<file path="src/rtl/vga_timing_gen_if.sv">
// vga_timing_gen_if: raster position, sync, blank and colour bundle between pipeline stages
interface vga_if;
    logic [10:0] hcount;
    logic [10:0] vcount;
    logic        hsync;
    logic        vsync;
    logic        hblnk;
    logic        vblnk;
    logic [11:0] rgb;
    modport out (output hcount, vcount, hsync, vsync, hblnk, vblnk, rgb);
    modport in  (input  hcount, vcount, hsync, vsync, hblnk, vblnk, rgb);
endinterface

</file>
<file path="src/rtl/vga_timing_gen.sv">
// vga_timing_gen: raster counters with registered sync/blank levels, line/frame pulses and frame counter
module vga_timing_gen #(
    parameter int HOR_TOTAL      = 1056,
    parameter int HOR_PIXELS     = 800,
    parameter int HOR_SYNC_START = 840,
    parameter int HOR_SYNC_TIME  = 128,
    parameter int VER_TOTAL      = 628,
    parameter int VER_PIXELS     = 600,
    parameter int VER_SYNC_START = 601,
    parameter int VER_SYNC_TIME  = 4
) (
    input  logic        clk,
    input  logic        rst,
    input  logic        en,
    vga_if.out          vga_out,
    output logic        frame_start,
    output logic        line_start,
    output logic [15:0] frame_cnt
);
    localparam int HW  = HOR_TOTAL > 1 ? $clog2(HOR_TOTAL) : 1;
    localparam int VW  = VER_TOTAL > 1 ? $clog2(VER_TOTAL) : 1;
    localparam int HSE = HOR_SYNC_START + HOR_SYNC_TIME;
    localparam int VSE = VER_SYNC_START + VER_SYNC_TIME;
    logic [HW-1:0] r_h;
    logic [VW-1:0] r_v;
    logic          r_hs, r_vs, r_hb, r_vb, r_fs, r_ls;
    logic [15:0]   r_fc;
    logic          w_hwrap, w_fwrap;
    logic [HW-1:0] w_h_nxt;
    logic [VW-1:0] w_v_nxt;
    logic          w_hs_nxt, w_vs_nxt, w_hb_nxt, w_vb_nxt;
    // Decode the next position so the flags land in the same register stage as the counters
    always_comb begin
        w_hwrap  = r_h == HW'(HOR_TOTAL - 1);
        w_fwrap  = w_hwrap && r_v == VW'(VER_TOTAL - 1);
        w_h_nxt  = w_hwrap ? '0 : r_h + 1'b1;
        w_v_nxt  = w_fwrap ? '0 : w_hwrap ? r_v + 1'b1 : r_v;
        w_hs_nxt = int'(w_h_nxt) >= HOR_SYNC_START && int'(w_h_nxt) < HSE;
        w_vs_nxt = int'(w_v_nxt) >= VER_SYNC_START && int'(w_v_nxt) < VSE;
        w_hb_nxt = int'(w_h_nxt) >= HOR_PIXELS;
        w_vb_nxt = int'(w_v_nxt) >= VER_PIXELS;
    end
    // Advance position and flags when enabled; pulses only follow an enabled wrap
    always_ff @(posedge clk) begin
        if (rst) begin
            r_h  <= '0;
            r_v  <= '0;
            r_hs <= 1'b0;
            r_vs <= 1'b0;
            r_hb <= 1'b0;
            r_vb <= 1'b0;
            r_ls <= 1'b0;
            r_fs <= 1'b0;
            r_fc <= '0;
        end else if (en) begin
            r_h  <= w_h_nxt;
            r_v  <= w_v_nxt;
            r_hs <= w_hs_nxt;
            r_vs <= w_vs_nxt;
            r_hb <= w_hb_nxt;
            r_vb <= w_vb_nxt;
            r_ls <= w_hwrap;
            r_fs <= w_fwrap;
            r_fc <= w_fwrap ? r_fc + 16'd1 : r_fc;
        end else begin
            r_ls <= 1'b0;
            r_fs <= 1'b0;
        end
    end
    assign vga_out.hcount = 11'(r_h);
    assign vga_out.vcount = 11'(r_v);
    assign vga_out.hsync  = r_hs;
    assign vga_out.vsync  = r_vs;
    assign vga_out.hblnk  = r_hb;
    assign vga_out.vblnk  = r_vb;
    assign vga_out.rgb    = 12'h000;
    assign line_start     = r_ls;
    assign frame_start    = r_fs;
    assign frame_cnt      = r_fc;
endmodule

</file>
<file path="src/flat_wrapper.sv">
// flat-port wrapper written by rule: the top's interface ports become plain ports
module vga_timing_gen_flat 
#(
    parameter int HOR_TOTAL      = 1056,
    parameter int HOR_PIXELS     = 800,
    parameter int HOR_SYNC_START = 840,
    parameter int HOR_SYNC_TIME  = 128,
    parameter int VER_TOTAL      = 628,
    parameter int VER_PIXELS     = 600,
    parameter int VER_SYNC_START = 601,
    parameter int VER_SYNC_TIME  = 4
)
  (clk, rst, en, frame_start, line_start, frame_cnt, vga_out_hcount, vga_out_vcount, vga_out_hsync, vga_out_vsync, vga_out_hblnk, vga_out_vblnk, vga_out_rgb);
  vga_if vga_out_i ();
  input  logic clk;
  input  logic rst;
  input  logic en;
  output logic frame_start;
  output logic line_start;
  output logic [15:0] frame_cnt;
  output wire logic [$bits(vga_out_i.hcount)-1:0] vga_out_hcount;
  output wire logic [$bits(vga_out_i.vcount)-1:0] vga_out_vcount;
  output wire logic [$bits(vga_out_i.hsync)-1:0] vga_out_hsync;
  output wire logic [$bits(vga_out_i.vsync)-1:0] vga_out_vsync;
  output wire logic [$bits(vga_out_i.hblnk)-1:0] vga_out_hblnk;
  output wire logic [$bits(vga_out_i.vblnk)-1:0] vga_out_vblnk;
  output wire logic [$bits(vga_out_i.rgb)-1:0] vga_out_rgb;
  assign vga_out_hcount = vga_out_i.hcount;
  assign vga_out_vcount = vga_out_i.vcount;
  assign vga_out_hsync = vga_out_i.hsync;
  assign vga_out_vsync = vga_out_i.vsync;
  assign vga_out_hblnk = vga_out_i.hblnk;
  assign vga_out_vblnk = vga_out_i.vblnk;
  assign vga_out_rgb = vga_out_i.rgb;
  vga_timing_gen #(.HOR_TOTAL(HOR_TOTAL), .HOR_PIXELS(HOR_PIXELS), .HOR_SYNC_START(HOR_SYNC_START), .HOR_SYNC_TIME(HOR_SYNC_TIME), .VER_TOTAL(VER_TOTAL), .VER_PIXELS(VER_PIXELS), .VER_SYNC_START(VER_SYNC_START), .VER_SYNC_TIME(VER_SYNC_TIME)) u_core (.clk(clk), .rst(rst), .en(en), .vga_out(vga_out_i), .frame_start(frame_start), .line_start(line_start), .frame_cnt(frame_cnt));
endmodule
</file>
<file path="config.mk">
export PLATFORM = sky130hd
export DESIGN_NAME = vga_timing_gen_flat
export DESIGN_NICKNAME = d
export VERILOG_FILES = /design/src/rtl/vga_timing_gen_if.sv /design/src/rtl/vga_timing_gen.sv /design/src/flat_wrapper.sv
export SDC_FILE = /design/constraint.sdc
export NUM_CORES = 1
export LEC_CHECK = 0
export BUFFER_PORTS_ARGS = -buffer_cell sky130_fd_sc_hd__buf_2
export CORE_UTILIZATION = 45
export DETAILED_ROUTE_END_ITERATION = 8
export GPL_TIMING_DRIVEN = 1
export PLACE_DENSITY_LB_ADDON = 0.05
export SLEW_MARGIN = 20
export SYNTH_ARGS = -nofsm -noshare
export SYNTH_HDL_FRONTEND = slang
export SYNTH_SLANG_ARGS = --single-unit
</file>
<file path="constraint.sdc">
create_clock -name clk -period 2.25 [get_ports clk]
set_input_delay 0.225 -clock clk [delete_from_list [all_inputs] [get_ports clk]]
set_output_delay 0.225 -clock clk [all_outputs]
set_load 0.02 [all_outputs]
</file>
# Word-level counts from Yosys, hierarchy flattened
# Cells that the tools add are included.
[word_totals]
register_bits = 43
inputBits = 3
[classes]
n_addsub = 3
n_eq_ne = 2
n_reduce_logical = 5
mux = 3
bitwise = 1
magnitude_cmp = 6
[op_table]
columns = ["operator", "count"]
rows = [
  ["$ge A11 B10 Y1 const B", 2],
  ["$ge A10 B10 Y1 const B", 2],
  ["$mux W10", 2],
  ["$add A16 B1 Y16 const B", 1],
  ["$add A11 B1 Y11 const B", 1],
  ["$eq A11 B11 Y1 const B", 1],
  ["$lt A11 B10 Y1 const B", 1],
  ["$mux W11", 1],
  ["$add A10 B1 Y10 const B", 1],
  ["$eq A10 B10 Y1 const B", 1],
  ["$lt A10 B10 Y1 const B", 1],
  ["$logic_and A1 B1 Y1", 3],
  ["$reduce_and A2 Y1", 1],
  ["$reduce_or A2 Y1", 1],
  ["$not A1 Y1", 1],
]

# Depth between registers and ports, before layout
# Gate-level depths: netlist (run 1).
[logic_depth]
depth_word = 5
depth_mapped = 10
mapped_depth_nobuf = 7

# Worst setup path after synthesis (run 1)
# Ideal clock, no wire load.
[synth_path]
path_kind = "register to register"
start = "register u_core.r_v[0]"
end = "register u_core.r_vb, in the netlist u_core.vga_out.vblnk"
required_time_ps = 2128
path_stages_with_launch = 9
period_less_slack_ps = 2377
path_slack_ps = -127
arrival_ps = 2254
setup_ps = 122
path_cell_list = "dfxtp_1 ha_1 clkbuf_1 inv_1 or4_1 o211a_1 or3_1 o21bai_1 o22ai_1"
[synth_between]
elab_chain_len = 4
word_cells_on_any_way = 6
[synth_lines]
columns = ["item", "line", "rtl"]
rows = [
  ["start: declaration", "vga_timing_gen.sv:25", "logic [VW-1:0] r_v;"],
  ["start signal: assignment", "vga_timing_gen.sv:57", "r_v <= w_v_nxt;"],
  ["$add A10 B1 Y10 or $eq A10 B10 Y1 (tied branches)", "vga_timing_gen.sv:37, vga_timing_gen.sv:35", ""],
  ["$mux W10 or $logic_and A1 B1 Y1 (tied branches)", "vga_timing_gen.sv:37, vga_timing_gen.sv:35", ""],
  ["$mux W10 *", "vga_timing_gen.sv:37", "w_v_nxt = w_fwrap ? '0 : w_hwrap ? r_v + 1'b1 : r_v;"],
  ["$ge A10 B10 Y1 *", "vga_timing_gen.sv:41", "w_vb_nxt = int'(w_v_nxt) >= VER_PIXELS;"],
  ["end signal: assignment", "vga_timing_gen.sv:61", "r_vb <= w_vb_nxt;"],
  ["end: declaration", "vga_timing_gen.sv:26", "logic r_hs, r_vs, r_hb, r_vb, r_fs, r_ls;"],
]
# Every way passes the cells marked *; elsewhere a longest branch is shown, timed or not.
# A chain may end at the register's enable or synchronous reset.

# Worst setup path in the final report (run 1)
[layout_path]
start = "register u_core.r_h[0], in the netlist u_core.vga_out.hcount[0]"
end = "register u_core.r_fc[6], in the netlist u_core.frame_cnt[6]"
[layout_between]
elab_chain_len = 3
[layout_lines]
columns = ["item", "line", "rtl"]
rows = [
  ["start: declaration", "vga_timing_gen.sv:24", "logic [HW-1:0] r_h;"],
  ["start signal: assignment", "vga_timing_gen.sv:56", "r_h <= w_h_nxt;"],
  ["$eq A11 B11 Y1", "vga_timing_gen.sv:34", "w_hwrap = r_h == HW'(HOR_TOTAL - 1);"],
  ["$logic_and A1 B1 Y1", "vga_timing_gen.sv:35", "w_fwrap = w_hwrap && r_v == VW'(VER_TOTAL - 1);"],
  ["$reduce_and A2 Y1 (no source line)", "--", ""],
  ["end signal: assignment", "vga_timing_gen.sv:64", "r_fc <= w_fwrap ? r_fc + 16'd1 : r_fc;"],
  ["end: declaration", "vga_timing_gen.sv:27", "logic [15:0] r_fc;"],
]
# No other way between the ends.

==> key figures, run 1 <==
Synthesis
  – Largest area contributor in the netlist: dfxtp_1
  – Post-synth EDFFs: 0
  – Share of the synthesized area in the top cell type: 34.42%
  – Seq/Total Area, Yosys: 34.42%
  – Most used DFF post-synth: dfxtp_1
  – #FFs+latches synth: 43
  – Syn Area/Cell: 7.696 sq um
  – Post-synth cell types: 51
  – Ys async rst share: 0%
  – Area contributors post-synth: dfxtp_1 34%, nor2_1 5.7%, xnor2_1 5.6%
  – Mapped Area: 0.002501 sq mm
  – Ys Warns: 0
  – Synth Instances: 325

Clocking
  – Clock sink total: 43
  – Clock Root Buffer: clkbuf_8
  – Clock Path Buffers: 2
  – Clk_lat worst skew: 300 ps
  – CTS tree: built
  – H-tree depth: 2
  – Hold_buf cts: 0
  – Clock transition at path regs: 90 ps
  – Inserted Clock Buffers: 5

Critical path
  – R2r endpoint: u_core.frame_cnt[6]$_SDFFE_PP0P_
  – Worst Setup EP: u_core.frame_cnt[6]$_SDFFE_PP0P_
  – Critical Path, Cell by Cell: ha_1, and4_1, and4_1, and2_1, nand4_1, xor2_1, nor2_1
  – Setup crit end kind: register
  – Crit path launch: u_core.vga_out.hcount[0]$_SDFFE_PP0P_
  – R2r setup slk: 180 ps
  – CP Class: reg -> reg
  – CP max stage cell: and2_1
  – Worst path max stage delay: 440 ps
  – Crit path DAT: 2270 ps
  – Reg-to-Reg Start: u_core.vga_out.hcount[0]$_SDFFE_PP0P_
  – CP Max Fanout: 12
  – Most common cell on crit path: and4_1
  – Worst Path Required: 2450 ps
  – Crit start category: register
  – R2R depth: 7

Outcome
  – Outcome: finished clean

Timing
  – RSZ-0062 raised after global routing: no
  – Worst Slack Setup Final: 176.2 ps
  – Skew final: 4.839 ps
  – Setup_tns: 0 ps
  – Final slew viol count: 0
  – Setup-failing EPs final: 0
  – Post-layout minimum cycle time: 2074 ps
  – Fmax: 0.4822 GHz
  – Final period util: 92.17%
  – Final Hold Fails: 0

Placement
  – Buffers on Ports: 45
  – Pre-CTS WS: 140.6 ps
  – Final GP Congestion: 0.8392
  – DP HPWL: 4.373 mm

Worst hold path
  – Worst hold path class: in -> reg
  – Hold Startpoint: rst

Layout
  – # nets final: 390
  – Most common cell after layout, fill and taps aside: buf_2
  – Synthesis-to-layout area growth: 20.01%
  – Share of layout cells above drive strength 1: 22.86%
  – Most frequent cells in the layout: 45 x buf_2, 40 x dfxtp_1, 38 x nor2_1, 35 x nand2_1, 25 x buf_4
  – N_diodes: 0

Detailed routing
  – Detailed Routing Iterations Pass 1: 4
  – Routed vias: 2435
  – Residual DRC count: 0
  – Final WL: 6.073 mm
  – Routed len/inst: 13.35 um
  – Initial drt markers: 108
  – Antenna Nets Post-Route: 0
  – Via density per instance: 5.352

Floorplanning
  – Die Width: 76.55 um
  – Num ports: 59
  – Initial core utilization: 47.75%
  – Die footprint: 0.005860 sq mm
  – Core region area: 0.005238 sq mm
  – Chip Height: 76.55 um
  – Rows: 26

Global route
  – All-Layer GR Usage: 21.15%
  – First-pass GRT wire length: 10.01 mm
  – Initial antenna violation count: 0
  – Largest net degree at the start of global routing: 42
  – Vias in the first global route: 2115
  – Grt ovf: 0

Job
  – Max-Cap Viols: 0

Pwr
  – Cell Pwr Density: 499.1 mW/mm^2
  – P_leak: 1.173 nW
  – Maximum vdd drop: 0.4168 mV
[where the power goes]
group,internal (mW),switching [mW]
logic,0.0307,0.0759
clock network,0.331,0.287
registers,0.768,0.00545
[kinds of logic (layout without fill, tap and decap cells)]
group	Yosys count	count (layout)	share of synthesized area, %
multiplexers	2	2	0.8504
buffers and inverters	36	84	7.754
flip-flops	43	43	34.42
adder cells (fa/ha/maj)	3	3	1.501
XOR/XNOR	24	24	8.404
AND/OR/NAND/NOR	157	157	33.17
other	1	13	0.1499
AO/OA/AOI/OAI	59	59	13.76
[flip-flops by register name, indices dropped and copies added, names as in the netlist]
register	cells
u_core.vga_out.hcount	11
u_core.vga_out.hsync	1
u_core.line_start	1
u_core.vga_out.hblnk	1
u_core.vga_out.vblnk	1
u_core.vga_out.vsync	1
u_core.frame_cnt	16
u_core.r_v	10
u_core.frame_start	1
[routing by layer]
| layer | vias to the layer above | wire length (um) | global-route usage (%) |
|---|---|---|---|
| li1 | 1242 | - | - |
| met5 | - | 0 | 0 |
| met2 | 73 | 2668 | 33.42 |
| met3 | 5 | 302 | 3.832 |
| met1 | 1115 | 3045 | 28.99 |
| met4 | 0 | 56 | 6.731 |
[how the worst min path moves through the flow]
| stage | endpoint | slack [ps] | depth (start not counted) |
|---|---|---|---|
| floorplan | u_core.frame_start$_SDFF_PP0_ | 390 | 2 |
| global placement | u_core.vga_out.vsync$_SDFFE_PP0P_ | 460 | 2 |
| detailed placement | u_core.vga_out.vsync$_SDFFE_PP0P_ | 450 | 2 |
| CTS | u_core.vga_out.hcount[3]$_SDFFE_PP0P_ | 290 | 2 |
| global route | u_core.vga_out.hcount[3]$_SDFFE_PP0P_ | 320 | 2 |
| finish | u_core.vga_out.hcount[2]$_SDFFE_PP0P_ | 290 | 2 |
[synthesized netlist by cell type, types with 3 or more instances]
cell / count
dfxtp_1: 43
nor2_1: 38
nand2_1: 35
a21oi_1: 23
o21ai_0: 18
xnor2_1: 16
buf_4: 15
nor3_1: 15
nand3_1: 13
clkbuf_1: 12
nand4_1: 9
or3_1: 8
xor2_1: 8
inv_1: 6
and2_1: 5
and3_1: 5
and4_1: 4
nand3b_1: 4
ha_1: 3
nand2b_1: 3
nand4b_1: 3
nor4_1: 3
or4_1: 3
[through the flow]
stage | total power, mW | instance area, sq um | hold slack [ps] | instances | utilization (%)
floorplan | 0.8826 | 2551 | 394.6 | 337 | -
global placement | 0.8977 | 2879 | 456.8 | 447 | 54.97
detailed placement | 0.8973 | 2879 | 452.8 | 447 | 54.97
CTS | 1.515 | 2992 | 289.7 | 455 | 57.12
global route | 1.551 | 3002 | 321.3 | 455 | 57.31
finish | 1.498 | 3002 | 288.5 | 455 | 57.31
[critical path: cells and delay by family, from the launching register on]
| kind | cells | cell delay (ps) |
|---|---|---|
| xor gates and xnor gates | 1 | 160 |
| adders and majority gates | 1 | 160 |
| DFF | 1 | 340 |
| and+or+nand+nor | 5 | 1300 |
[timing repair]
item / 4_1_cts / 5_1_grt
endpoints found under the hold margin: 0 / 0
buffers inserted: 0 / 0
resized for setup: 0 / 2
endpoints found under the setup margin: 0 / 2
[area by class of cell]
cell class,count,area [sq um]
Clock buffer,5,68.82
Timing Repair Buffer,70,412.9
Tap cell,70,87.58
Multi-Input combinational cell,258,1501
Fill cell,522,2236
Sequential cell,43,864.6
Inverter,6,22.52
Clock inverter,3,43.79
(Power assumes the default switching activity.)
==> run 2: changes to the inputs <==
--- a/constraint.sdc
+++ b/constraint.sdc
@@ -3,2 +3,2 @@
 set_output_delay 0.225 -clock clk [all_outputs]
-set_load 0.02 [all_outputs]
+set_load 0.005 [all_outputs]
==> run 2 against run 1 <==
Via count is 0.12% lower. Clock power up 18%. Design area down 0.46%. Utilization fell by 0.26 points. Flip-flop and latch count unchanged. Non-clock buffer count decreased by 4. Clock skew rose by 1.3 ps. Sequential power about the same.
==> key figures, run 2 (same netlist as run 1, synthesis figures left out) <==
Timing
  – Post-layout minimum cycle time: 2145 ps (+71.51 ps)
  – Fmax: 0.4661 GHz (-3.3%)
  – Skew final: 6.146 ps (+1.306 ps)
  – Worst Slack Setup Final: 104.7 ps (-71.51 ps)
  – Rel. slew slack: 62.09%
  – Final Hold Fails: 0 (unchanged)
  – Tightest Pin Transition: 568.7 ps
  – Setup-failing EPs final: 0 (unchanged)
  – Final period util: 95.35% (+3.2 points)
  – Final slew viol count: 0 (unchanged)

Floorplanning
  – Chip Height: 76.55 um (unchanged)
  – Core region area: 0.005238 sq mm (unchanged)
  – Num ports: 59 (unchanged)
  – Die Width: 76.55 um (unchanged)
  – Initial core utilization: 47.75% (unchanged)
  – Rows: 26 (unchanged)
  – Die footprint: 0.005860 sq mm (unchanged)

Clocking
  – Inserted Clock Buffers: 5 (unchanged)
  – Clock Path Buffers: 2 (unchanged)
  – Clock sink total: 43 (unchanged)
  – H-tree depth: 2 (unchanged)
  – Clock Root Buffer: clkbuf_8
  – CTS tree: built
  – Clk_lat worst skew: 310 ps (about the same)
  – Clock transition at path regs: 90 ps (about the same)

Layout
  – Share of layout cells above drive strength 1: 21.00% (-1.9 points)
  – Synthesis-to-layout area growth: 19.46%
  – N_diodes: 0 (unchanged)
  – Final core occ: 57.05% (-0.26 points)
  – Most common cell after layout, fill and taps aside: buf_2
  – Final instance area: 0.002988 sq mm (-0.46%)
  – Fill count: 513 (-1.7%)
  – Most frequent cells in the layout: 45 x buf_2, 43 x dfxtp_1, 38 x nor2_1, 35 x nand2_1, 23 x a21oi_1
  – # nets final: 386 (-1.0%)
  – Largest register FFs: 16 (unchanged)

Detailed routing
  – Final WL: 6.196 mm (+2.0%)
  – Antenna Nets Post-Route: 0 (unchanged)
  – Detailed Routing Iterations Pass 1: 5 (+1)
  – Residual DRC count: 0 (unchanged)
  – Routed vias: 2432 (-0.12%)
  – Initial drt markers: 162 (+50%)
  – Via density per instance: 5.392 (+0.76%)
  – Routed len/inst: 13.74 um (+2.9%)

Placement
  – Buffers on Ports: 45 (unchanged)
  – Final GP Congestion: 0.8671 (+3.3%)
  – Pre-CTS WS: 137.9 ps (-2.630 ps)
  – DP HPWL: 4.275 mm (-2.2%)
  – Placed cell areas: 0.002845 sq mm (-1.2%)

Critical path
  – CP Max Fanout: 6 (-6)
  – Critical Path, Cell by Cell: nor4b_2, nand3_1, nor4_2, mux2i_1, o21a_1, o22ai_1
  – Crit path buf inv count: 0 (unchanged)
  – Setup crit end kind: register
  – CP max stage cell: nor4_2
  – Crit start category: register
  – R2r setup slk: 100 ps (-70 ps)
  – CP Class: reg -> reg
  – R2r endpoint: u_core.vga_out.vblnk$_SDFFE_PP0P_
  – Crit path DAT: 2340 ps (+70 ps)
  – Worst Path Required: 2450 ps (about the same)
  – Reg-to-Reg Start: u_core.vga_out.hcount[9]$_SDFFE_PP0P_
  – CP delay by family, top: simple AND/OR/NAND/NOR gates
  – Worst path max stage delay: 430 ps (about the same)
  – R2R depth: 6 (-1)

Global route
  – Largest net degree at the start of global routing: 42 (unchanged)
  – Vias in the first global route: 2113 (-0.095%)
  – Grt ovf: 0 (unchanged)
  – First-pass GRT wire length: 10.32 mm (+3.1%)
  – Initial antenna violation count: 0 (unchanged)
  – All-Layer GR Usage: 21.76% (+0.61 points)

Outcome
  – Outcome: finished clean

Worst hold path
  – Worst hold path class: in -> reg
  – Hold EP: u_core.vga_out.hcount[3]$_SDFFE_PP0P_
  – Hold depth: 2 (unchanged)
  – Hold Startpoint: rst

Pwr
  – P_leak: 1.159 nW (-1.2%)
  – Maximum vdd drop: 0.3200 mV (-23%)
  – Cell Pwr Density: 529.8 mW/mm^2 (+6.2%)

Job
  – Max-Cap Viols: 0 (unchanged)
run 2: changes by cell type in the layout (fill, tap and decap cells not counted):
| cell | before | now |
|---|---|---|
| clkinv_2 | 1 | 0 |
| bufinv_16 | 1 | 2 |
| nor3b_1 | 1 | 0 |
| nand3_1 | 12 | 13 |
| nand3_2 | 1 | 0 |
| nor3b_2 | 0 | 1 |
| dfxtp_1 | 40 | 43 |
| clkinv_4 | 1 | 0 |
| clkbuf_1 | 0 | 1 |
| dfxtp_2 | 3 | 0 |
| buf_4 | 25 | 21 |
run 2: stage by stage:
step	setup TNS [ps]	cells	hold WS (ps)	power, mW
after floorplan	0	337	394.6	0.8588
after global placement	0	443	452.0	0.8716
after detailed placement	0	443	444.6	0.8704
after CTS	0	451	395.5	1.593
after global routing	-24.24	451	430.6	1.641
final	0	451	396.3	1.583
run 2: metal layers:
metal  part of all wire, %  GRT usage, %  vias up  routed length, um
met5                     0             0        -                  0
met4                   1.9         8.077        0                116
met3                   4.9         4.311       12                305
met2                    43         32.16       75               2682
met1                    50         30.96     1108               3092
li1                      -             -     1237                  -
run 2: cell type report:
class	count	area [sq um]	area share, %
clock buffers	6	72.57	2.429
clock inverters	2	60.06	2.010
inverters	6	22.52	0.7538
multi-input cells	258	1501	50.25
flip-flops and latches	43	860.8	28.81
well taps	70	87.58	2.931
repair buffers	66	382.9	12.81
run 2: worst max-delay path by stage:
stage | startpoint | to | cells past startpoint
3_5_place_dp | u_core.vga_out.hcount[9]$_SDFFE_PP0P_ | u_core.vga_out.vblnk$_SDFFE_PP0P_ | 6
5_1_grt | u_core.vga_out.hcount[9]$_SDFFE_PP0P_ | u_core.vga_out.vsync$_SDFFE_PP0P_ | 6
4_1_cts | u_core.vga_out.hcount[9]$_SDFFE_PP0P_ | u_core.vga_out.vblnk$_SDFFE_PP0P_ | 6
6_report | u_core.vga_out.hcount[9]$_SDFFE_PP0P_ | u_core.vga_out.vblnk$_SDFFE_PP0P_ | 6
2_1_floorplan | u_core.vga_out.hcount[0]$_SDFFE_PP0P_ | u_core.vga_out.vblnk$_SDFFE_PP0P_ | 10
3_3_place_gp | u_core.vga_out.hcount[9]$_SDFFE_PP0P_ | u_core.vga_out.vblnk$_SDFFE_PP0P_ | 6
run 2: what timing repair did:
action                                  4_1_cts  5_1_grt
gates resized for setup                       0        2
hold buffers                                  0        0
endpoints found under the setup margin        0        3
setup buffers                                 0        0
run 2: where the power goes:
| group | internal (mW) | switching [mW] | leakage (nW) |
|---|---|---|---|
| sequential | 0.767 | 0.00606 | 0.347 |
| clock | 0.444 | 0.285 | 0.0654 |
| combinational | 0.0280 | 0.0524 | 0.746 |
